===== config.mk =====
export PLATFORM = sky130hd
export DESIGN_NAME = sfir_symmetric_core_flat
export DESIGN_NICKNAME = d
export VERILOG_FILES = /design/src/rtl/sfir_pkg.sv /design/src/rtl/sfir_if.sv /design/src/rtl/sfir_tap.sv /design/src/rtl/sfir_symmetric_core.sv /design/src/flat_wrapper.sv
export SDC_FILE = /design/constraint.sdc
export NUM_CORES = 2
export LEC_CHECK = 0
export ABC_AREA = 1
export CORE_MARGIN = 1.5
export CORE_UTILIZATION = 30
export CTS_CLUSTER_DIAMETER = 50
export DETAILED_ROUTE_END_ITERATION = 8
export GPL_ROUTABILITY_DRIVEN = 0
export PLACE_DENSITY_LB_ADDON = 0.2
export SKIP_CTS_REPAIR_TIMING = 1
export SYNTH_ARGS = -nofsm -noshare
export SYNTH_HDL_FRONTEND = slang
export SYNTH_SLANG_ARGS = --single-unit

===== constraint.sdc =====
create_clock -name clk -period 6.15 [get_ports clk]
set_input_delay 1.845 -clock clk [delete_from_list [all_inputs] [get_ports clk]]
set_output_delay 1.845 -clock clk [all_outputs]
set_load 0.05 [all_outputs]

===== src/rtl/sfir_pkg.sv =====
// Shared definitions for the symmetric FIR core: default sizes, derived
// output width and latency, and the coefficient-reload state encoding.
package sfir_pkg;

  localparam int DSIZE_DEF = 16;
  localparam int NBTAP_DEF = 4;

  typedef enum logic [1:0] {
    ST_RUN   = 2'd0,
    ST_DRAIN = 2'd1,
    ST_LOAD  = 2'd2
  } sfir_state_e;

  // Full-precision output: pre-add grows one bit, multiply doubles, and the
  // NBTAP-way cascade adds clog2(NBTAP) bits of headroom.
  function automatic int sfir_osize(input int dsize, input int nbtap);
    return 2 * dsize + 1 + $clog2(nbtap);
  endfunction

  // Pair capture, pre-add, multiply, then one cascade add per tap.
  function automatic int sfir_lat(input int nbtap);
    return nbtap + 3;
  endfunction

endpackage


===== src/rtl/sfir_if.sv =====
// Sample, coefficient and result signals of the symmetric FIR core.
interface sfir_if
  import sfir_pkg::*;
#(
  parameter int DSIZE = DSIZE_DEF,
  parameter int NBTAP = NBTAP_DEF
);
  localparam int OSIZE = sfir_osize(DSIZE, NBTAP);

  logic signed [DSIZE-1:0] din;
  logic                    din_valid;
  logic                    din_ready;
  logic                    coef_load;
  logic                    coef_wr;
  logic signed [DSIZE-1:0] coef_in;
  logic signed [OSIZE-1:0] dout;
  logic                    dout_valid;

  modport slave (
    input  din, din_valid, coef_load, coef_wr, coef_in,
    output din_ready, dout, dout_valid
  );

  modport master (
    output din, din_valid, coef_load, coef_wr, coef_in,
    input  din_ready, dout, dout_valid
  );
endinterface


===== src/rtl/sfir_tap.sv =====
// One symmetric tap slice: pair capture, pre-add, multiply, a TAP_IDX-deep
// product delay that lines the product up with the cascade, and the
// cascade add. Valid bits travel alongside the data.
module sfir_tap
  import sfir_pkg::*;
#(
  parameter int DSIZE   = DSIZE_DEF,
  parameter int OSIZE   = sfir_osize(DSIZE_DEF, NBTAP_DEF),
  parameter int TAP_IDX = 0
) (
  input  logic                    clk,
  input  logic                    rst_n,
  input  logic                    vld_i,
  input  logic signed [DSIZE-1:0] a_i,
  input  logic signed [DSIZE-1:0] b_i,
  input  logic signed [DSIZE-1:0] coef_i,
  input  logic signed [OSIZE-1:0] sum_i,
  output logic signed [OSIZE-1:0] sum_o,
  output logic                    vld_o,
  output logic                    busy_o
);
  localparam int AW = DSIZE + 1;
  localparam int PW = 2 * DSIZE + 1;

  logic signed [DSIZE-1:0] a_p1, b_p1;
  logic signed [AW-1:0]    pre_p2;
  logic signed [PW-1:0]    prod_p3 [0:TAP_IDX];
  logic signed [OSIZE-1:0] sum_p4;
  logic                    vld_p1, vld_p2, vld_p4;
  logic [TAP_IDX:0]        vld_p3;

  function automatic logic signed [AW-1:0] pre_add(input logic signed [DSIZE-1:0] a,
                                                   input logic signed [DSIZE-1:0] b);
    return AW'(a) + AW'(b);
  endfunction

  function automatic logic signed [PW-1:0] mul(input logic signed [AW-1:0] p,
                                               input logic signed [DSIZE-1:0] c);
    return PW'(p) * PW'(c);
  endfunction

  function automatic logic signed [OSIZE-1:0] acc(input logic signed [OSIZE-1:0] s,
                                                  input logic signed [PW-1:0] p);
    return s + OSIZE'(p);
  endfunction

  // Free-running datapath; only entries tagged valid are meaningful.
  always_ff @(posedge clk) begin
    // p1: symmetric pair
    a_p1 <= a_i;
    b_p1 <= b_i;
    // p2: pre-add
    pre_p2 <= pre_add(a_p1, b_p1);
    // p3: multiply, then delay by tap position
    prod_p3[0] <= mul(pre_p2, coef_i);
    for (int i = 1; i <= TAP_IDX; i++) prod_p3[i] <= prod_p3[i-1];
    // p4: cascade add
    sum_p4 <= acc(sum_i, prod_p3[TAP_IDX]);
  end

  // Valid bits follow the data stage for stage.
  always_ff @(posedge clk) begin
    if (!rst_n) begin
      vld_p1 <= 1'b0;
      vld_p2 <= 1'b0;
      vld_p3 <= '0;
      vld_p4 <= 1'b0;
    end else begin
      vld_p1    <= vld_i;
      vld_p2    <= vld_p1;
      vld_p3[0] <= vld_p2;
      for (int i = 1; i <= TAP_IDX; i++) vld_p3[i] <= vld_p3[i-1];
      vld_p4    <= vld_p3[TAP_IDX];
    end
  end

  assign sum_o  = sum_p4;
  assign vld_o  = vld_p4;
  assign busy_o = vld_p1 | vld_p2 | (|vld_p3);

endmodule


===== src/rtl/sfir_symmetric_core.sv =====
// Even-symmetric systolic FIR core with a valid-gated sample history and a
// coefficient reload sequence that drains in-flight samples before the
// live coefficient set is swapped in one cycle.
module sfir_symmetric_core
  import sfir_pkg::*;
#(
  parameter int DSIZE = DSIZE_DEF,
  parameter int NBTAP = NBTAP_DEF
) (
  input  logic    clk,
  input  logic    rst_n,
  sfir_if.slave   bus
);
  localparam int OSIZE = sfir_osize(DSIZE, NBTAP);
  localparam int LAT   = sfir_lat(NBTAP);
  localparam int NT    = 2 * NBTAP;
  localparam int NH    = NT - 1;
  localparam int IW    = $clog2(NBTAP);
  localparam int CW    = $clog2(LAT);

  sfir_state_e             state_q, state_d;
  logic [IW-1:0]           idx_q;
  logic [CW-1:0]           cnt_q;
  // Stored history plus the incoming sample form the 2*NBTAP-deep window,
  // so a sample's pairs are captured on the same edge it is accepted.
  logic signed [DSIZE-1:0] hist_q   [0:NH-1];
  logic signed [DSIZE-1:0] win      [0:NT-1];
  logic signed [DSIZE-1:0] coef_q   [0:NBTAP-1];
  logic signed [DSIZE-1:0] shadow_q [0:NBTAP-2];
  logic signed [OSIZE-1:0] casc     [0:NBTAP];
  logic [NBTAP-1:0]        tap_vld, tap_busy;
  logic signed [OSIZE-1:0] dout_q;
  logic                    dout_vld_q;
  logic                    accept, pipe_busy, drain_done, last_wr, out_en;

  assign bus.din_ready = (state_q == ST_RUN);
  assign accept        = bus.din_valid && bus.din_ready;
  assign pipe_busy     = (|tap_busy) || (|tap_vld);
  assign drain_done    = (cnt_q == CW'(LAT - 1)) && !pipe_busy;
  assign last_wr       = (state_q == ST_LOAD) && bus.coef_wr && (idx_q == IW'(NBTAP - 1));
  assign out_en        = tap_vld[NBTAP-1] && (state_q != ST_LOAD);

  // Sample window seen by the taps: newest sample first.
  always_comb begin
    win[0] = bus.din;
    for (int j = 1; j < NT; j++) win[j] = hist_q[j-1];
  end

  // History shifts only on accepted samples, so input gaps are invisible.
  always_ff @(posedge clk) begin
    if (!rst_n) begin
      for (int i = 0; i < NH; i++) hist_q[i] <= '0;
    end else if (accept) begin
      hist_q[0] <= bus.din;
      for (int i = 1; i < NH; i++) hist_q[i] <= hist_q[i-1];
    end
  end

  // Reload sequencing: RUN -> DRAIN on request, DRAIN -> LOAD once empty,
  // LOAD -> RUN on the last coefficient write.
  always_comb begin
    state_d = state_q;
    unique case (state_q)
      ST_RUN:   if (bus.coef_load) state_d = ST_DRAIN;
      ST_DRAIN: if (drain_done)    state_d = ST_LOAD;
      ST_LOAD:  if (last_wr)       state_d = ST_RUN;
      default:                     state_d = ST_RUN;
    endcase
  end

  // State register, drain counter and coefficient index.
  always_ff @(posedge clk) begin
    if (!rst_n) begin
      state_q <= ST_RUN;
      cnt_q   <= '0;
      idx_q   <= '0;
    end else begin
      state_q <= state_d;
      if (state_q != ST_DRAIN)          cnt_q <= '0;
      else if (cnt_q != CW'(LAT - 1))   cnt_q <= cnt_q + CW'(1);
      if (state_q == ST_LOAD && bus.coef_wr) idx_q <= last_wr ? '0 : idx_q + IW'(1);
    end
  end

  // Writes land in the shadow set; the final write publishes the whole set.
  always_ff @(posedge clk) begin
    if (!rst_n) begin
      for (int i = 0; i < NBTAP; i++)     coef_q[i]   <= '0;
      for (int i = 0; i < NBTAP - 1; i++) shadow_q[i] <= '0;
    end else if (state_q == ST_LOAD && bus.coef_wr) begin
      if (last_wr) begin
        for (int i = 0; i < NBTAP - 1; i++) coef_q[i] <= shadow_q[i];
        coef_q[NBTAP-1] <= bus.coef_in;
      end else begin
        shadow_q[idx_q] <= bus.coef_in;
      end
    end
  end

  assign casc[0] = '0;

  for (genvar k = 0; k < NBTAP; k++) begin : g_tap
    sfir_tap #(
      .DSIZE   (DSIZE),
      .OSIZE   (OSIZE),
      .TAP_IDX (k)
    ) u_tap (
      .clk    (clk),
      .rst_n  (rst_n),
      .vld_i  (accept),
      .a_i    (win[k]),
      .b_i    (win[NT-1-k]),
      .coef_i (coef_q[k]),
      .sum_i  (casc[k]),
      .sum_o  (casc[k+1]),
      .vld_o  (tap_vld[k]),
      .busy_o (tap_busy[k])
    );
  end

  // Output register: holds its value between results, silent during LOAD.
  always_ff @(posedge clk) begin
    if (!rst_n) begin
      dout_q     <= '0;
      dout_vld_q <= 1'b0;
    end else begin
      dout_vld_q <= out_en;
      if (out_en) dout_q <= casc[NBTAP];
    end
  end

  assign bus.dout       = dout_q;
  assign bus.dout_valid = dout_vld_q;

endmodule


===== src/flat_wrapper.sv =====
// flat-port wrapper written by rule: the top's interface ports become plain ports
module sfir_symmetric_core_flat import sfir_pkg::*;
#(
  parameter int DSIZE = DSIZE_DEF,
  parameter int NBTAP = NBTAP_DEF
)
  (clk, rst_n, bus_din, bus_din_valid, bus_coef_load, bus_coef_wr, bus_coef_in, bus_din_ready, bus_dout, bus_dout_valid);
  sfir_if #(.DSIZE(DSIZE), .NBTAP(NBTAP)) bus_i ();
  input  logic clk;
  input  logic rst_n;
  input wire logic [$bits(bus_i.din)-1:0] bus_din;
  input wire logic [$bits(bus_i.din_valid)-1:0] bus_din_valid;
  input wire logic [$bits(bus_i.coef_load)-1:0] bus_coef_load;
  input wire logic [$bits(bus_i.coef_wr)-1:0] bus_coef_wr;
  input wire logic [$bits(bus_i.coef_in)-1:0] bus_coef_in;
  output wire logic [$bits(bus_i.din_ready)-1:0] bus_din_ready;
  output wire logic [$bits(bus_i.dout)-1:0] bus_dout;
  output wire logic [$bits(bus_i.dout_valid)-1:0] bus_dout_valid;
  assign bus_i.din = bus_din;
  assign bus_i.din_valid = bus_din_valid;
  assign bus_i.coef_load = bus_coef_load;
  assign bus_i.coef_wr = bus_coef_wr;
  assign bus_i.coef_in = bus_coef_in;
  assign bus_din_ready = bus_i.din_ready;
  assign bus_dout = bus_i.dout;
  assign bus_dout_valid = bus_i.dout_valid;
  sfir_symmetric_core #(.DSIZE(DSIZE), .NBTAP(NBTAP)) u_core (.clk(clk), .rst_n(rst_n), .bus(bus_i));
endmodule

==> results by group <==
Die
  • Initial Util: 30.2%
  • Die Ht: 517 µm
  • Die width: 517 µm
  • Number of placement rows: 188
  • I/O pins: 74
  • Core Area: 263000 µm²
  • Die Area: 267000 µm²

Global routing
  • Initial antenna violation count: 2
  • GR Overflow Total: 0
  • GR Util met2: 28.0%
  • Met3 Use GR: 1.99%
  • Met1 Track Usage GR: a little under a quarter
  • First-pass GRT wire length: 355000 µm
  • Vias in the first global route: 61500
  • Total GRT Usage: between 10% and 20%
  • Largest net degree at the start of global routing: 45
  • Most crowded layer after global routing: met2

Clock network
  • CTS tree: done
  • Total CTS buffers: 115
  • Htree depth: 3
  • Max Buffers Root-to-Sink: 3
  • Root Buffer: clkbuf_16
  • CTS sink cnt: 937
  • Clk slew on worst S/H paths: 0.06 ns
  • Clock latency on the worst-skew pair: roughly 0.83 ns

Yosys
  • Leading area contributor after synthesis: fa_1
  • Register area share after synthesis: a little over a quarter
  • Mean Syn Cell Area: 8.21 µm²
  • Synth Warn #: 0
  • Post-Syn Nets: approximately 11000
  • Mapped Cells: 9654
  • Post-Syn Area: 79300 µm²
  • Area contributors post-synth: fa_1, dfxtp_1, inv_1, nand2_1, edfxtp_1
  • Synth cell types: 46
  • Synth top area share: 28.1%
  • Seq cells post-synth: 937

Drt
  • Final wirelength: 224000 µm
  • DRT Pass-1 Iters: 6
  • Via Count: 58300
  • DRT antenna net count: 0
  • DR vias/cell: 4.37
  • DRC viols: 0
  • Number of DRC markers in iteration 0: 3866
  • Routed WL per cell: between 15 and 20 µm

Worst setup path
  • Largest delay share family, worst path: adder cells
  • Largest stage delay, worst path: around 0.68 ns
  • Reg2reg setup slack: between 0.09 and 0.1 ns
  • Worst setup path category: register to register
  • CP Launch Type: register
  • CP cell instances: buf_4 > nand2_1 > fa_1 > inv_1 > fa_1 > fa_1 > fa_1 > fa_1 > inv_1 > fa_1 > inv_1 > ha_1 > nand2_1 > o21ai_0 > nor2_1 > o21ai_1 > xor2_1
  • Worst EP required: 6.85 ns
  • Critical path's slowest cell: dfxtp_1
  • Most used cell, CP: fa_1
  • Worst Path Arrival: slightly below 7 ns
  • Kind of end point of the critical path: register
  • Bufs and invs on worst path: 4
  • Worst-path maximum fanout: 9

Timing
  • Period minus WS final: 6.05 ns
  • Sum Neg Setup Slack: 0 ns
  • Final period utilization: 98.4%
  • Least-Margin Pin Slew: approximately 1.1 ns
  • Final setup vio count: 0
  • Highest Clock Rate: around 170 MHz
  • Fin. max-slew vios: 0
  • Max Clock Skew: 0.0965 ns
  • Final Hold Fails: 0
  • Unrepaired setup endpoints after global routing: no
  • Slew HR: 26.1%

Finish
  • Nets: ~11000
  • Share of layout cells above drive strength 1: 5.25%
  • Fillers: approximately 28000
  • Post-route insts no fill: 13300
  • Area delta synth->final: 12.0%

Job
  • MaxCap Viol Count: 0

Outcome
  • Status: finished, final reports clean

Min path
  • HP Class: register to register

Placed design
  • PortBufs: 73
  • Hpwl dp: between 150000 and 200000 µm
  • Placed insts: 13100
==> stage by stage <==
step	util [%]	worst slack (ns)	hold WS [ns]	instance area, µm²
after floorplan	-	0.674	0.310	79300
after global placement	32.2	0.204	0.311	84500
after detailed placement	32.2	0.200	0.312	84500
after CTS	33.8	0.191	0.247	88700
after global routing	33.8	0.00243	0.264	88800
final	33.8	0.0967	0.254	88800
==> registers in the layout, summed over array words and instances, names as in the netlist, 3 cells and up <==
| name | count |
|---|---|
| u_core.g_tap.u_tap.vld_p3 | 4 |
| u_core.g_tap.u_tap.a_p1 | 64 |
| u_core.bus.dout | 35 |
| u_core.cnt_q | 3 |
| u_core.shadow_q | 48 |
| u_core.g_tap.u_tap.pre_p2 | 68 |
| u_core.hist_q | 112 |
| u_core.g_tap.u_tap.b_p1 | 64 |
| u_core.g_tap.u_tap.prod_p3 | 330 |
| u_core.coef_q | 64 |
| u_core.g_tap.u_tap.sum_o | 137 |
==> cells by family (layout without fill, tap and decap cells) <==
group / Yosys count / in the layout / share of synthesized area [%]
adders and majority gates: 1618 / 1618 / 36.1
xor gates and xnor gates: 182 / 182 / 2.01
buffers and inverters: 2777 / 2953 / 13.3
DFF: 937 / 937 / 26.5
other: 0 / 2 / 0
and+or+nand+nor: 3591 / 3591 / 18.3
AOI/OAI and AO/OA: 549 / 549 / 3.85
==> path summary, 6_finish.rpt <==
path	from	endpoint	depth (start not counted)
worst max register to register	u_core.g_tap[0].u_tap.pre_p2[7]$_DFF_P_	u_core.g_tap[0].u_tap.prod_p3[0][17]$_DFF_P_	17
worst min register to register	u_core.g_tap[0].u_tap.prod_p3[0][24]$_DFF_P_	u_core.g_tap[0].u_tap.sum_o[24]$_DFF_P_	0
worst min-delay path	u_core.g_tap[0].u_tap.prod_p3[0][24]$_DFF_P_	u_core.g_tap[0].u_tap.sum_o[24]$_DFF_P_	0
worst max-delay path	u_core.g_tap[0].u_tap.pre_p2[7]$_DFF_P_	u_core.g_tap[0].u_tap.prod_p3[0][17]$_DFF_P_	17
==> cell usage in the layout (no fill, tap or decap), types with 72 or more instances in the layout <==
master,n
clkdlybuf4s50_1,72
nor2_1,664
edfxtp_1,224
buf_4,155
ha_1,507
a21oi_1,272
nand4_1,77
nand3_1,234
fa_1,1110
clkbuf_16,118
nand2_1,2415
inv_1,2488
dfxtp_1,713
o21ai_0,151
xor2_1,145
==> Yosys cell counts, drive strengths merged <==
cell type  count
nand3b        17
edfxtp       224
fa          1111
o21a           6
and2           2
nand2       2456
clkinv         1
o21ai        166
a21oi        290
clkbuf       250
inv         2503
o211ai         5
nor3          70
a21boi         4
xnor2         37
buf           23
xor2         145
nand2b         1
o21bai        42
nand3        242
o31ai          8
o311ai         1
a211oi         1
a31oi         14
nor4          11
a21o          12
nand4         77
ha           507
or2           25
nor2         690
dfxtp        713
==> per-layer routing <==
metal,part of all wire (%),up-vias,wire length (µm)
met5,0,-,0
met4,2.2,0,5020
met3,4.8,254,10800
met2,45,1334,102000
met1,47,28300,106000
li1,-,28400,-
==> final cells by class <==
cell class	instances	area [µm²]	area share [%]
inverters	2504	9400	10.6
clock inverters	84	1150	1.30
multi-input cells	5940	47800	53.8
clock buffers	135	3110	3.50
flip-flops and latches	937	21000	23.7
well taps	3515	4400	4.95
repair buffers	230	1930	2.17
diodes	2	5.00	0.00564
==> worst register-to-register path: stages, from the launching register on <==
cell	delay, ns
dfxtp_1	0.68
buf_4	0.34
nand2_1	0.11
fa_1	0.51
inv_1	0.06
fa_1	0.52
fa_1	0.62
fa_1	0.45
fa_1	0.49
inv_1	0.05
fa_1	0.48
inv_1	0.04
ha_1	0.37
nand2_1	0.13
o21ai_0	0.43
nor2_1	0.10
o21ai_1	0.20
xor2_1	0.36
Power is left out: the tool's default activity adds up to more than one toggle a clock period on the data nets, which glitch-free logic cannot reach.
